**config.mk**
```make
export PLATFORM = sky130hd
export DESIGN_NAME = deserializer_1_to_10
export DESIGN_NICKNAME = d
export VERILOG_FILES = /design/src/rtl/tmds_pkg.sv /design/src/rtl/tmds_align_fsm.sv /design/src/rtl/deserializer_1_to_10.sv
export SDC_FILE = /design/constraint.sdc
export NUM_CORES = 1
export LEC_CHECK = 0
export ABC_AREA = 1
export BUFFER_PORTS_ARGS = -buffer_cell sky130_fd_sc_hd__clkbuf_2
export CAP_MARGIN = 20
export CORE_UTILIZATION = 60
export CTS_BUF_LIST = sky130_fd_sc_hd__clkbuf_8 sky130_fd_sc_hd__clkbuf_16
export DETAILED_ROUTE_END_ITERATION = 7
export PLACE_DENSITY = 0.91
export SLEW_MARGIN = 20
export SYNTH_ARGS = -nofsm -noshare
export SYNTH_HDL_FRONTEND = slang
export SYNTH_SLANG_ARGS = --single-unit
```
**constraint.sdc**
```tcl
create_clock -name serial_clk_5x -period 3.3 [get_ports serial_clk_5x]
set_input_delay 0.33 -clock serial_clk_5x [delete_from_list [all_inputs] [get_ports serial_clk_5x]]
set_output_delay 0.33 -clock serial_clk_5x [all_outputs]
set_load 0.01 [all_outputs]
```
**src/rtl/tmds_pkg.sv**
```systemverilog
// Shared TMDS definitions: character width, control tokens,
// alignment state encoding and a token-match helper.
package tmds_pkg;

    localparam int TMDS_WORD_W = 10;

    localparam logic [TMDS_WORD_W-1:0] TMDS_CTRL_00 = 10'h354;
    localparam logic [TMDS_WORD_W-1:0] TMDS_CTRL_01 = 10'h0AB;
    localparam logic [TMDS_WORD_W-1:0] TMDS_CTRL_10 = 10'h154;
    localparam logic [TMDS_WORD_W-1:0] TMDS_CTRL_11 = 10'h2AB;

    typedef enum logic {
        SEARCH = 1'b0,
        LOCKED = 1'b1
    } align_state_e;

    function automatic logic is_ctrl_token(
        input logic [TMDS_WORD_W-1:0] w
    );
        return (w == TMDS_CTRL_00) || (w == TMDS_CTRL_01) ||
               (w == TMDS_CTRL_10) || (w == TMDS_CTRL_11);
    endfunction

endpackage

```
**src/rtl/tmds_align_fsm.sv**
```systemverilog
// Word-boundary alignment FSM: counts token hits/misses per captured word,
// bit-slips while searching, declares and drops lock.
// Ports: clk_i, rst_ni (async, active-low), cap_i (capture strobe),
//        tok_i (captured word is a control token), aligned_o, slip_pos_o[3:0].
module tmds_align_fsm
    import tmds_pkg::*;
#(
    parameter int SEARCH_WORDS = 4096,
    parameter int LOCK_TOKENS  = 8,
    parameter int LOSS_WORDS   = 8192
) (
    input  logic       clk_i,
    input  logic       rst_ni,
    input  logic       cap_i,
    input  logic       tok_i,
    output logic       aligned_o,
    output logic [3:0] slip_pos_o
);

    localparam logic [8:0]  LOCK_N = 9'(LOCK_TOKENS);
    localparam logic [16:0] SRCH_N = 17'(SEARCH_WORDS);
    localparam logic [16:0] LOSS_N = 17'(LOSS_WORDS);

    align_state_e state_q, state_d;
    logic [15:0]  miss_q, miss_d;
    logic [7:0]   hit_q, hit_d;
    logic [1:0]   settle_q, settle_d;
    logic [3:0]   slip_q, slip_d;
    logic [16:0]  miss_inc;
    logic [8:0]   hit_inc;

    always_comb begin
        state_d  = state_q;
        miss_d   = miss_q;
        hit_d    = hit_q;
        settle_d = settle_q;
        slip_d   = slip_q;
        miss_inc = {1'b0, miss_q} + 17'd1;
        hit_inc  = {1'b0, hit_q} + 9'd1;
        if (cap_i) begin
            // words straddling the old and new boundary are ignored
            if (settle_q != 2'd0) begin
                settle_d = settle_q - 2'd1;
            end else begin
                unique case (state_q)
                    SEARCH: begin
                        if (tok_i) begin
                            miss_d = '0;
                            if (hit_inc == LOCK_N) begin
                                state_d = LOCKED;
                                hit_d   = '0;
                            end else begin
                                hit_d = hit_inc[7:0];
                            end
                        end else begin
                            hit_d = '0;
                            if (miss_inc == SRCH_N) begin
                                slip_d   = (slip_q == 4'd9) ? 4'd0
                                                            : slip_q + 4'd1;
                                miss_d   = '0;
                                settle_d = 2'd2;
                            end else begin
                                miss_d = miss_inc[15:0];
                            end
                        end
                    end
                    LOCKED: begin
                        if (tok_i) begin
                            miss_d = '0;
                        end else if (miss_inc == LOSS_N) begin
                            state_d = SEARCH;
                            miss_d  = '0;
                            hit_d   = '0;
                        end else begin
                            miss_d = miss_inc[15:0];
                        end
                    end
                endcase
            end
        end
    end

    always_ff @(posedge clk_i or negedge rst_ni) begin
        if (!rst_ni) begin
            state_q  <= SEARCH;
            miss_q   <= '0;
            hit_q    <= '0;
            settle_q <= '0;
            slip_q   <= '0;
        end else begin
            state_q  <= state_d;
            miss_q   <= miss_d;
            hit_q    <= hit_d;
            settle_q <= settle_d;
            slip_q   <= slip_d;
        end
    end

    assign aligned_o  = (state_q == LOCKED);
    assign slip_pos_o = slip_q;

endmodule

```
**src/rtl/deserializer_1_to_10.sv**
```systemverilog
// TMDS 1:10 deserializer: DDR bit pairs -> aligned 10-bit characters.
// Ports: serial_clk_5x, rst_n (async, active-low), datain_h/datain_l (even/odd
//        bit), data_out[9:0], data_valid, aligned, token_det, slip_pos[3:0].
// Build option DESER_POLARITY_INV_EN inverts both input bits (swapped P/N).
module deserializer_1_to_10
    import tmds_pkg::*;
#(
    parameter int SEARCH_WORDS = 4096,
    parameter int LOCK_TOKENS  = 8,
    parameter int LOSS_WORDS   = 8192
) (
    input  logic                   serial_clk_5x,
    input  logic                   rst_n,
    input  logic                   datain_h,
    input  logic                   datain_l,
    output logic [TMDS_WORD_W-1:0] data_out,
    output logic                   data_valid,
    output logic                   aligned,
    output logic                   token_det,
    output logic [3:0]             slip_pos
);

    logic                   bit_h, bit_l;
    // hist[0] would only ever be shifted out, so it is not stored
    logic [11:1]            hist_q, hist_d;
    logic [2:0]             phase_q, phase_d;
    logic [TMDS_WORD_W-1:0] data_q, data_d;
    logic                   valid_q, valid_d;
    logic                   tok_q, tok_d;
    logic [TMDS_WORD_W-1:0] window;
    logic                   capture;
    logic                   win_tok;

`ifdef DESER_POLARITY_INV_EN
    assign bit_h = ~datain_h;
    assign bit_l = ~datain_l;
`else
    assign bit_h = datain_h;
    assign bit_l = datain_l;
`endif

    // odd offsets take the window one bit older
    assign window  = slip_pos[0] ? hist_q[10:1] : hist_q[11:2];
    assign capture = (phase_q == slip_pos[3:1]);
    assign win_tok = is_ctrl_token(window);

    always_comb begin
        hist_d  = {bit_l, bit_h, hist_q[11:3]};
        phase_d = (phase_q == 3'd4) ? 3'd0 : phase_q + 3'd1;
        data_d  = capture ? window : data_q;
        valid_d = capture;
        tok_d   = capture & win_tok;
    end

    always_ff @(posedge serial_clk_5x or negedge rst_n) begin
        if (!rst_n) begin
            hist_q  <= '0;
            phase_q <= '0;
            data_q  <= '0;
            valid_q <= 1'b0;
            tok_q   <= 1'b0;
        end else begin
            hist_q  <= hist_d;
            phase_q <= phase_d;
            data_q  <= data_d;
            valid_q <= valid_d;
            tok_q   <= tok_d;
        end
    end

    tmds_align_fsm #(
        .SEARCH_WORDS (SEARCH_WORDS),
        .LOCK_TOKENS  (LOCK_TOKENS),
        .LOSS_WORDS   (LOSS_WORDS)
    ) u_fsm (
        .clk_i      (serial_clk_5x),
        .rst_ni     (rst_n),
        .cap_i      (capture),
        .tok_i      (win_tok),
        .aligned_o  (aligned),
        .slip_pos_o (slip_pos)
    );

    assign data_out   = data_q;
    assign data_valid = valid_q;
    assign token_det  = tok_q;

endmodule
```
==> impl_metrics.ini, run 1 <==
[outcome]
outcome = finished clean

[timing]
skew_ns = 0.00828
maxSlewViolCount = 0
setup_viol = 0
fin_crit_ns = 2.57
rsz0062_at_grt = no
slew_headroom = 0.591
max_freq_mhz = 388
fin_crit_sh = 0.780
hold_viol = 0
finalSetupTns_ns = 0
tightest_slew_ns = 0.613

[die]
rows = 26
dieArea_um2 = 5720
die_w_um = 75.7
start_util = 0.629
die_h_um = 75.7
ioPinCount = 21
core_area_um2 = 5170

[clocking]
insertion_delay_ns = 0.34
cts_inserted_buffers = 9
cts_buffer_depth = 2
cts_root_buf = clkbuf_8
post_cts_resized = 0
cts.clk_slew.worst_paths_ns = 0.07
cts_tree = yes
cts_sinks = 57
h-tree-depth = 3

[setup_path]
cp_cell_sequence = inv_2, o21ai_1, nand2_1, nor2_1, nand3_1, nand2_1, inv_2, nand3_2, nand2_4, nand2_4, nand2_1, nand2_1
critical-path-max-stage-delay_ns = 0.73
critPathTopFamily = simple AND/OR/NAND/NOR gates
worst_setup_path_start_kind = register
cp_slowest_cell = dfrtp_1
required_ns = 3.57
worst-setup-path-type = reg2reg
cp.arrival_ns = 2.85
cp_max_fo = 20
endpoint_kind = register
crit_buf_inv = 2
cp_common_cell = nand2_1

[route]
via_per_inst = 5.51
drc_errors = 0
drt-initial-drc-count = 222
wl_per_cell_um = 13.6
drt_wl_total_um = 7400
drtPass1Iterations = 5
drtAntennaViolNets = 0
vias = 2985

[pwr]
power_frac_seq = 0.491
pwr-share-comb = 0.042
total_leakage_power_nw = 1.78
power_mw = 1.50
switching_share = 0.234
power.switching_mw = 0.351
clkPwrFrac = 0.467
ir_drop_mv = 0.391
intPower_mw = 1.15
powerDensity_nw_per_um2 = 414

[logic_synthesis]
syn_inst = 442
syn-mean-instance-area_um2 = 7.37
yosysWarningCount = 0
synth_cell_types = 29
syn-num-nets = 453
ys_seq_area_frac = 0.438
ys_ff_latch = 57
syn_area_um2 = 3260

[final_layout]
fin_nets = 478
layout-drive-gt1-share = 0.144
insertedDiodeCount = 0
area_growth_pct = 11.2

[place]
place.gp.congestion = 0.903
post-dp-hpwl_um = 5280
port_buffers = 20

[global_route]
grt_pass1_wl_um = 12000
grt_overflow_total = 0
grt_max_degree = 27
grt.total_usage = 0.285
grt_pass1_vias = 2716
antenna_found_initial = 0

[worst_hold_path]
hold_path_class = in2reg

[job]
drv_cap = 0
## kinds of logic after synthesis
| group | after synthesis | share of synthesized area |
|---|---|---|
| and+or+nand+nor | 278 | 0.373 |
| adders and majority gates | 7 | 0.0269 |
| xor gates and xnor gates | 9 | 0.0242 |
| AOI/OAI and AO/OA | 37 | 0.0630 |
| buffers and inverters | 54 | 0.0746 |
| DFF | 57 | 0.438 |
## sequential cells by signal, summed over array words and instances (netlist names), 2 cells and up
register,cells
u_fsm.miss_q,16
hist_q,11
data_out,10
u_fsm.hit_q,8
u_fsm.slip_pos_o,4
phase_q,3
u_fsm.settle_q,2
## per-layer routing
metal | vias up | part of all wire | global-route usage
met1 | 1419 | 0.42 | 0.356
li1 | 1449 | - | -
met4 | 0 | 0.025 | 0.121
met5 | - | 0 | 0
met2 | 97 | 0.50 | 0.475
met3 | 20 | 0.056 | 0.0714
## area by class of cell
| class | instances | area (um2) |
|---|---|---|
| Fill cell | 401 | 1550 |
| Clock inverter | 4 | 50.0 |
| Sequential cell | 57 | 1430 |
| Timing Repair Buffer | 26 | 148 |
| Multi-Input combinational cell | 331 | 1590 |
| Clock buffer | 12 | 165 |
| Tap cell | 70 | 87.6 |
| Inverter | 42 | 158 |
## synthesized netlist by cell type
cell type,number,area share
nand2_1,166,0.19
dfrtp_1,57,0.44
nor2_1,41,0.047
nand3_1,39,0.060
inv_1,37,0.043
o21ai_0,19,0.029
ha_1,7,0.027
nor2_2,7,0.013
nand2_2,6,0.012
nand4_1,6,0.012
o31ai_1,5,0.012
xnor2_1,5,0.013
a21oi_1,4,0.0061
a31oi_1,4,0.0077
buf_6,4,0.014
clkbuf_1,4,0.0046
inv_2,4,0.0046
nand3_2,4,0.012
o21ai_1,4,0.0061
xor2_1,4,0.011
nor2_4,3,0.010
buf_2,2,0.0031
buf_4,2,0.0046
nand2_4,2,0.0069
nand3b_1,2,0.0046
and2_1,1,0.0019
clkinv_1,1,0.0012
o21bai_1,1,0.0023
or2_2,1,0.0019
## power groups by stage
stage          Combinational (mW)  Sequential (mW)  Clock (mW)
2_1_floorplan              0.0340            0.743           0
3_3_place_gp               0.0597            0.746           0
3_5_place_dp               0.0616            0.748           0
4_1_cts                    0.0639            0.735       0.705
5_1_grt                    0.0724            0.737       0.734
6_report                   0.0631            0.736       0.699
## final timing paths
check / slack (ns) / endpoint / startpoint / cells after the start
max: 0.73 / u_fsm.hit_q[4] / u_fsm.slip_pos_o[0] / 12
min: 0.09 / hist_q[11] / datain_l / 1
max reg2reg: 0.73 / u_fsm.hit_q[4] / u_fsm.slip_pos_o[0] / 12
min reg2reg: 0.39 / hist_q[9] / hist_q[11] / 0
max in group asynchronous: 2.18 / hist_q[2] / rst_n / 3
min in group asynchronous: 0.44 / u_fsm.miss_q[13] / rst_n / 2
## what timing repair did
item,4_1_cts,5_1_grt
hold endpoints to repair,13,0
hold buffers,1,0
buffers inserted,0,0
## layout by cell type (no fill, tap or decap), types with 2 or more instances in the layout
master,count
buf_4,5
ha_1,7
clkbuf_8,12
nand2_1,166
nand3_1,39
dfrtp_1,57
clkbuf_2,20
nand2_2,6
o31ai_1,5
o21ai_1,4
nor2_1,41
nand3b_1,2
a31oi_1,4
inv_2,4
xnor2_1,5
nand2_4,2
o21ai_0,19
nand3_2,4
nor2_2,7
a21oi_1,4
inv_1,37
nor2_4,3
nand4_1,6
clkinvlp_4,2
xor2_1,4
## per-stage QoR
stage / worst slack, ns / cells / hold slack, ns / utilization / area (um2)
3_5_place_dp: 0.829 / 525 / 0.270 / 0.657 / 3400
6_report: 0.725 / 542 / 0.0917 / 0.700 / 3620
5_1_grt: 0.504 / 542 / 0.0743 / 0.700 / 3620
3_3_place_gp: 0.902 / 525 / 0.264 / 0.657 / 3400
4_1_cts: 0.750 / 542 / 0.0768 / 0.700 / 3620
2_1_floorplan: 1.48 / 442 / 0.0344 / - / 3260
No activity file was read; power rests on OpenSTA's default activity.
==> run 2, diff against run 1 <==
Clock period 3.3 ns to 2.5 ns, I/O delays scaled along.
==> run 2 against run 1 <==
Against the previous run:
- global-route usage rose by 0.63 points
- worst setup slack worse by 0.50 ns
- largest power group unchanged
- first-iteration DRC count fell by 8.6%
- largest cell class unchanged
- critical path type unchanged
==> impl_metrics.ini, run 2 (synthesized netlist as in run 1, its figures left out) <==
[job]
drv_cap = 0

[setup_path]
required_ns = 2.72
endpoint_kind = register
worst_setup_path_start_kind = register
worst-setup-path-type = reg2reg
rr_worst_depth = 14
cp.arrival_ns = 2.49
cp_max_fo = 6

[final_layout]
largest_reg_flops = 16
multi_input_area_um2 = 1590
layout-drive-gt1-share = 0.146
fillCellCount = 385
register_area_um2 = 1430
top_register = u_fsm.miss_q
finalNonFillerCells = 541
insertedDiodeCount = 0
final_common_cell = nand2_1
layout_common_cells = nand2_1 (165), dfrtp_1 (56), nor2_1 (41)
area_growth_pct = 10.8
fin_nets = 477

[clocking]
h-tree-depth = 3
cts_inserted_buffers = 9
cts_sinks = 57
cts_root_buf = clkbuf_8
cts_tree = yes
cts.clk_slew.worst_paths_ns = 0.06
cts_buffer_depth = 2
insertion_delay_ns = 0.34
cts_hold_buf = 0

[timing]
slew_headroom = 0.406
max_freq_mhz = 440
hold_viol = 0
fin_crit_ns = 2.27
fin_ws_ns = 0.230
maxSlewViolCount = 0
tightest_slew_ns = 0.891
finalSetupTns_ns = 0
whs_ns = 0.0166
fin_crit_sh = 0.908
skew_ns = 0.00618
rsz0062_at_grt = no
setup_viol = 0

[die]
die_w_um = 75.7
ioPinCount = 21
rows = 26
dieArea_um2 = 5720
die_h_um = 75.7
core_area_um2 = 5170
start_util = 0.629

[pwr]
total_leakage_power_nw = 1.77
intPower_mw = 1.45
pwr-share-comb = 0.044
powerDensity_nw_per_um2 = 527
power_frac_seq = 0.510
ir_drop_mv = 0.441
clkPwrFrac = 0.446
switching_share = 0.235
power.switching_mw = 0.447

[route]
drc_errors = 0
via_per_inst = 5.51
drtPass1Iterations = 5
drt_wl_total_um = 7340
drt-initial-drc-count = 203
drtAntennaViolNets = 0
vias = 2982
wl_per_cell_um = 13.6

[global_route]
grt_pass1_wl_um = 12200
grt.total_usage = 0.292
grt_pass1_vias = 2758
antenna_found_initial = 0
grt_max_degree = 35
grt_overflow_total = 0

[place]
port_buffers = 20
post-dp-hpwl_um = 5230
place.gp.congestion = 0.943
place_ws_ns = 0.0772
placedCellCount = 525

[worst_hold_path]
hold_path_class = in2reg
min_path_cells = 1

[outcome]
outcome = finished clean
-- run 2: area by class of cell --
type	count	area share
tap	70	0.0243
clock inverter	6	0.0163
timing repair buffer	25	0.0416
inverter	42	0.0437
clock buffer	10	0.0381
sequential	57	0.396
multi-input combinational	331	0.440
-- run 2: final timing paths --
path | start | to | slack, ns
min in group asynchronous | rst_n | u_fsm.miss_q[12] | 0.03
min reg2reg | hist_q[11] | hist_q[9] | 0.38
min | datain_l | hist_q[11] | 0.02
max | u_fsm.miss_q[0] | u_fsm.slip_pos_o[1] | 0.23
max reg2reg | u_fsm.miss_q[0] | u_fsm.slip_pos_o[1] | 0.23
max in group asynchronous | rst_n | u_fsm.slip_pos_o[0] | 1.84
-- run 2: power groups by stage --
stage / logic, mW / clock network [mW] / registers (mW)
floorplan: 0.0449 / 0 / 0.981
global route: 0.0948 / 0.900 / 0.973
global placement: 0.0799 / 0 / 0.985
CTS: 0.0841 / 0.866 / 0.970
detailed placement: 0.0829 / 0 / 0.986
finish: 0.0830 / 0.848 / 0.970
-- run 2: timing repair --
action                     CTS  global route
setup endpoints to repair    0            21
buffers inserted             0             0
gates resized for setup      0             2
-- run 2: routing by layer --
metal,GRT usage,vias to the layer above,wire length (um),share of wire
li1,-,1447,-,-
met1,0.344,1401,2950,0.40
met2,0.514,118,3790,0.52
met3,0.0780,16,474,0.065
met4,0.105,0,124,0.017
met5,0,-,0,0
-- run 2: worst max-delay path, stage by stage (launching register included) --
cell and delay, ns:
dfrtp_1 0.43, ha_1 0.25, nand2_1 0.10, nor2_2 0.20
nand3_1 0.16, clkinv_1 0.09, nand2_1 0.05, nand2_1 0.05
nand2_1 0.04, nor2_1 0.23, nand3_2 0.15, inv_2 0.11
nand2_2 0.09, nand2_1 0.11, nand2_1 0.07
-- run 2: stage by stage --
| stage | util | instance area, um2 | power, mW |
|---|---|---|---|
| 2_1_floorplan | - | 3260 | 1.03 |
| 3_3_place_gp | 0.659 | 3410 | 1.06 |
| 3_5_place_dp | 0.659 | 3410 | 1.07 |
| 4_1_cts | 0.697 | 3600 | 1.92 |
| 5_1_grt | 0.698 | 3610 | 1.97 |
| 6_report | 0.698 | 3610 | 1.90 |
==> run 3, diff against run 2 <==
Clock period 2.5 ns to 2.1 ns, I/O delays scaled along.
==> run 3 against run 2 <==
Against the previous run:
- hold slack better by 0.36 ns
- power up 20%
- fmax up 12%
- largest cell class unchanged
- critical endpoint is now u_fsm.hit_q[6]
==> impl_metrics.ini, run 3 (synthesized netlist as in run 1, its figures left out) <==
[outcome]
outcome = finished clean

[timing]
whs_ns = 0.382
hold_viol = 0
fin_crit_sh = 0.963
skew_ns = 0.00631
maxSlewViolCount = 0
slew_headroom = 0.599
setup_viol = 0
fin_crit_ns = 2.02
tightest_slew_ns = 0.602
max_freq_mhz = 495
rsz0062_at_grt = yes

[die]
start_util = 0.629
die_h_um = 75.7
core_area_um2 = 5170
ioPinCount = 21
die_w_um = 75.7
dieArea_um2 = 5720
rows = 26

[place]
post-dp-hpwl_um = 5150
place.gp.congestion = 0.876
port_buffers = 20

[setup_path]
worst_setup_path_start_kind = register
crit_buf_inv = 1
cp_cell_sequence = buf_4, nand2_1, nor2_4, nand2_2, nand2_2, nand2_2, nor2_2, nand3_2, nor2_4, nand3_2, nand2_4, nand2_4, nand2_1, nand2_1
cp.arrival_ns = 2.26
critPathTopFamily = simple AND/OR/NAND/NOR gates
cp_max_fo = 8
worst-setup-path-type = reg2reg
ff2ff_setup_slack_ns = 0.08
r2r_end = u_fsm.hit_q[6]
rr_worst_depth = 14
worstReg2RegStart = u_fsm.miss_q[1]
cp_slowest_cell = dfrtp_2
path_depth = 14
required_ns = 2.33
endpoint_kind = register
critical-path-max-stage-delay_ns = 0.42
cp-endpoint = u_fsm.hit_q[6]
critPathLaunch = u_fsm.miss_q[1]

[clocking]
cts.clk_slew.worst_paths_ns = 0.07
cts_tree = yes
insertion_delay_ns = 0.35
cts_sinks = 57
h-tree-depth = 3
cts_inserted_buffers = 9
cts_root_buf = clkbuf_8
cts_buffer_depth = 2

[pwr]
powerDensity_nw_per_um2 = 599
total_leakage_power_nw = 1.85
ir_drop_mv = 0.551
power_mw = 2.28

[route]
drt_wl_total_um = 7680
drtAntennaViolNets = 0
wl_per_cell_um = 13.8
drt-initial-drc-count = 255
via_per_inst = 5.40
top_layer = met4
routed-wl-met2_um = 3950
vias = 3009
drtPass1Iterations = 5
wl_met1_um = 3220
wl_met3_um = 337
drc_errors = 0

[final_layout]
final_common_cell = nand2_1
insertedDiodeCount = 0
area_growth_pct = 17.1
layout-drive-gt1-share = 0.199
top_register = u_fsm.miss_q
layout_common_cells = nand2_1 (156), dfrtp_1 (53), nor2_1 (40)
largest_reg_flops = 16
fin_nets = 493

[global_route]
grt_pass1_wl_um = 12000
grt.total_usage = 0.287
grt_overflow_total = 0
antenna_found_initial = 0
grt_max_degree = 30
grt_pass1_vias = 2737

[job]
drv_cap = 0

[worst_hold_path]
min_path_cells = 0
hold_path_class = reg2reg
run 3: what timing repair did:
action | CTS | global route
hold buffers | 3 | 0
setup buffers | 1 | 7
gates cloned | 0 | 0
endpoints found under the hold margin | 24 | 0
pin swaps | 0 | 9
gates resized for setup | 2 | 26
setup endpoints to repair | 13 | 22
run 3: where the power goes:
| part | total (mW) | switching (mW) | internal [mW] |
|---|---|---|---|
| Sequential | 1.16 | 0.0315 | 1.13 |
| Combinational | 0.110 | 0.0699 | 0.0399 |
| Clock | 1.01 | 0.444 | 0.570 |
| Total | 2.28 | 0.546 | 1.74 |
run 3: worst min path at each step:
stage | slack [ns] | from | end
after floorplan | -0.09 | rst_n | data_out[0]
final | 0.38 | hist_q[11] | hist_q[9]
after detailed placement | 0.24 | rst_n | u_fsm.miss_q[7]
after global routing | 0.39 | hist_q[8] | hist_q[6]
after global placement | 0.22 | rst_n | u_fsm.miss_q[7]
after CTS | 0.38 | hist_q[11] | hist_q[9]
run 3: worst reg2reg max path: stages (launching register included):
cell and delay, ns:
dfrtp_2 0.42, buf_4 0.12, nand2_1 0.08, nor2_4 0.21, nand2_2 0.10, nand2_2 0.07
nand2_2 0.06, nor2_2 0.09, nand3_2 0.10, nor2_4 0.20, nand3_2 0.11, nand2_4 0.12
nand2_4 0.10, nand2_1 0.09, nand2_1 0.06
run 3: layer usage:
metal  global-route usage  vias up
met1                0.355     1410
met5                    0        -
met2                0.486      102
li1                     -     1481
met3               0.0648       16
met4                0.123        0
run 3: metrics by stage:
| step | TNS, ns | std cells | area [um2] | util | setup slack, ns |
|---|---|---|---|---|---|
| floorplan | 0 | 442 | 3260 | - | 0.285 |
| global placement | 0 | 530 | 3430 | 0.664 | 0.0441 |
| detailed placement | -0.0146 | 530 | 3430 | 0.664 | -0.0146 |
| CTS | 0 | 550 | 3670 | 0.710 | 0.0243 |
| global route | -0.354 | 557 | 3810 | 0.737 | -0.0574 |
| finish | 0 | 557 | 3810 | 0.737 | 0.0786 |
run 3: area by class of cell:
cell class,instances,area (um2)
Fill cell,345,1360
Sequential cell,57,1430
Clock buffer,10,138
Timing Repair Buffer,41,263
Multi-Input combinational cell,331,1670
Inverter,42,163
Clock inverter,6,58.8
Tap cell,70,87.6
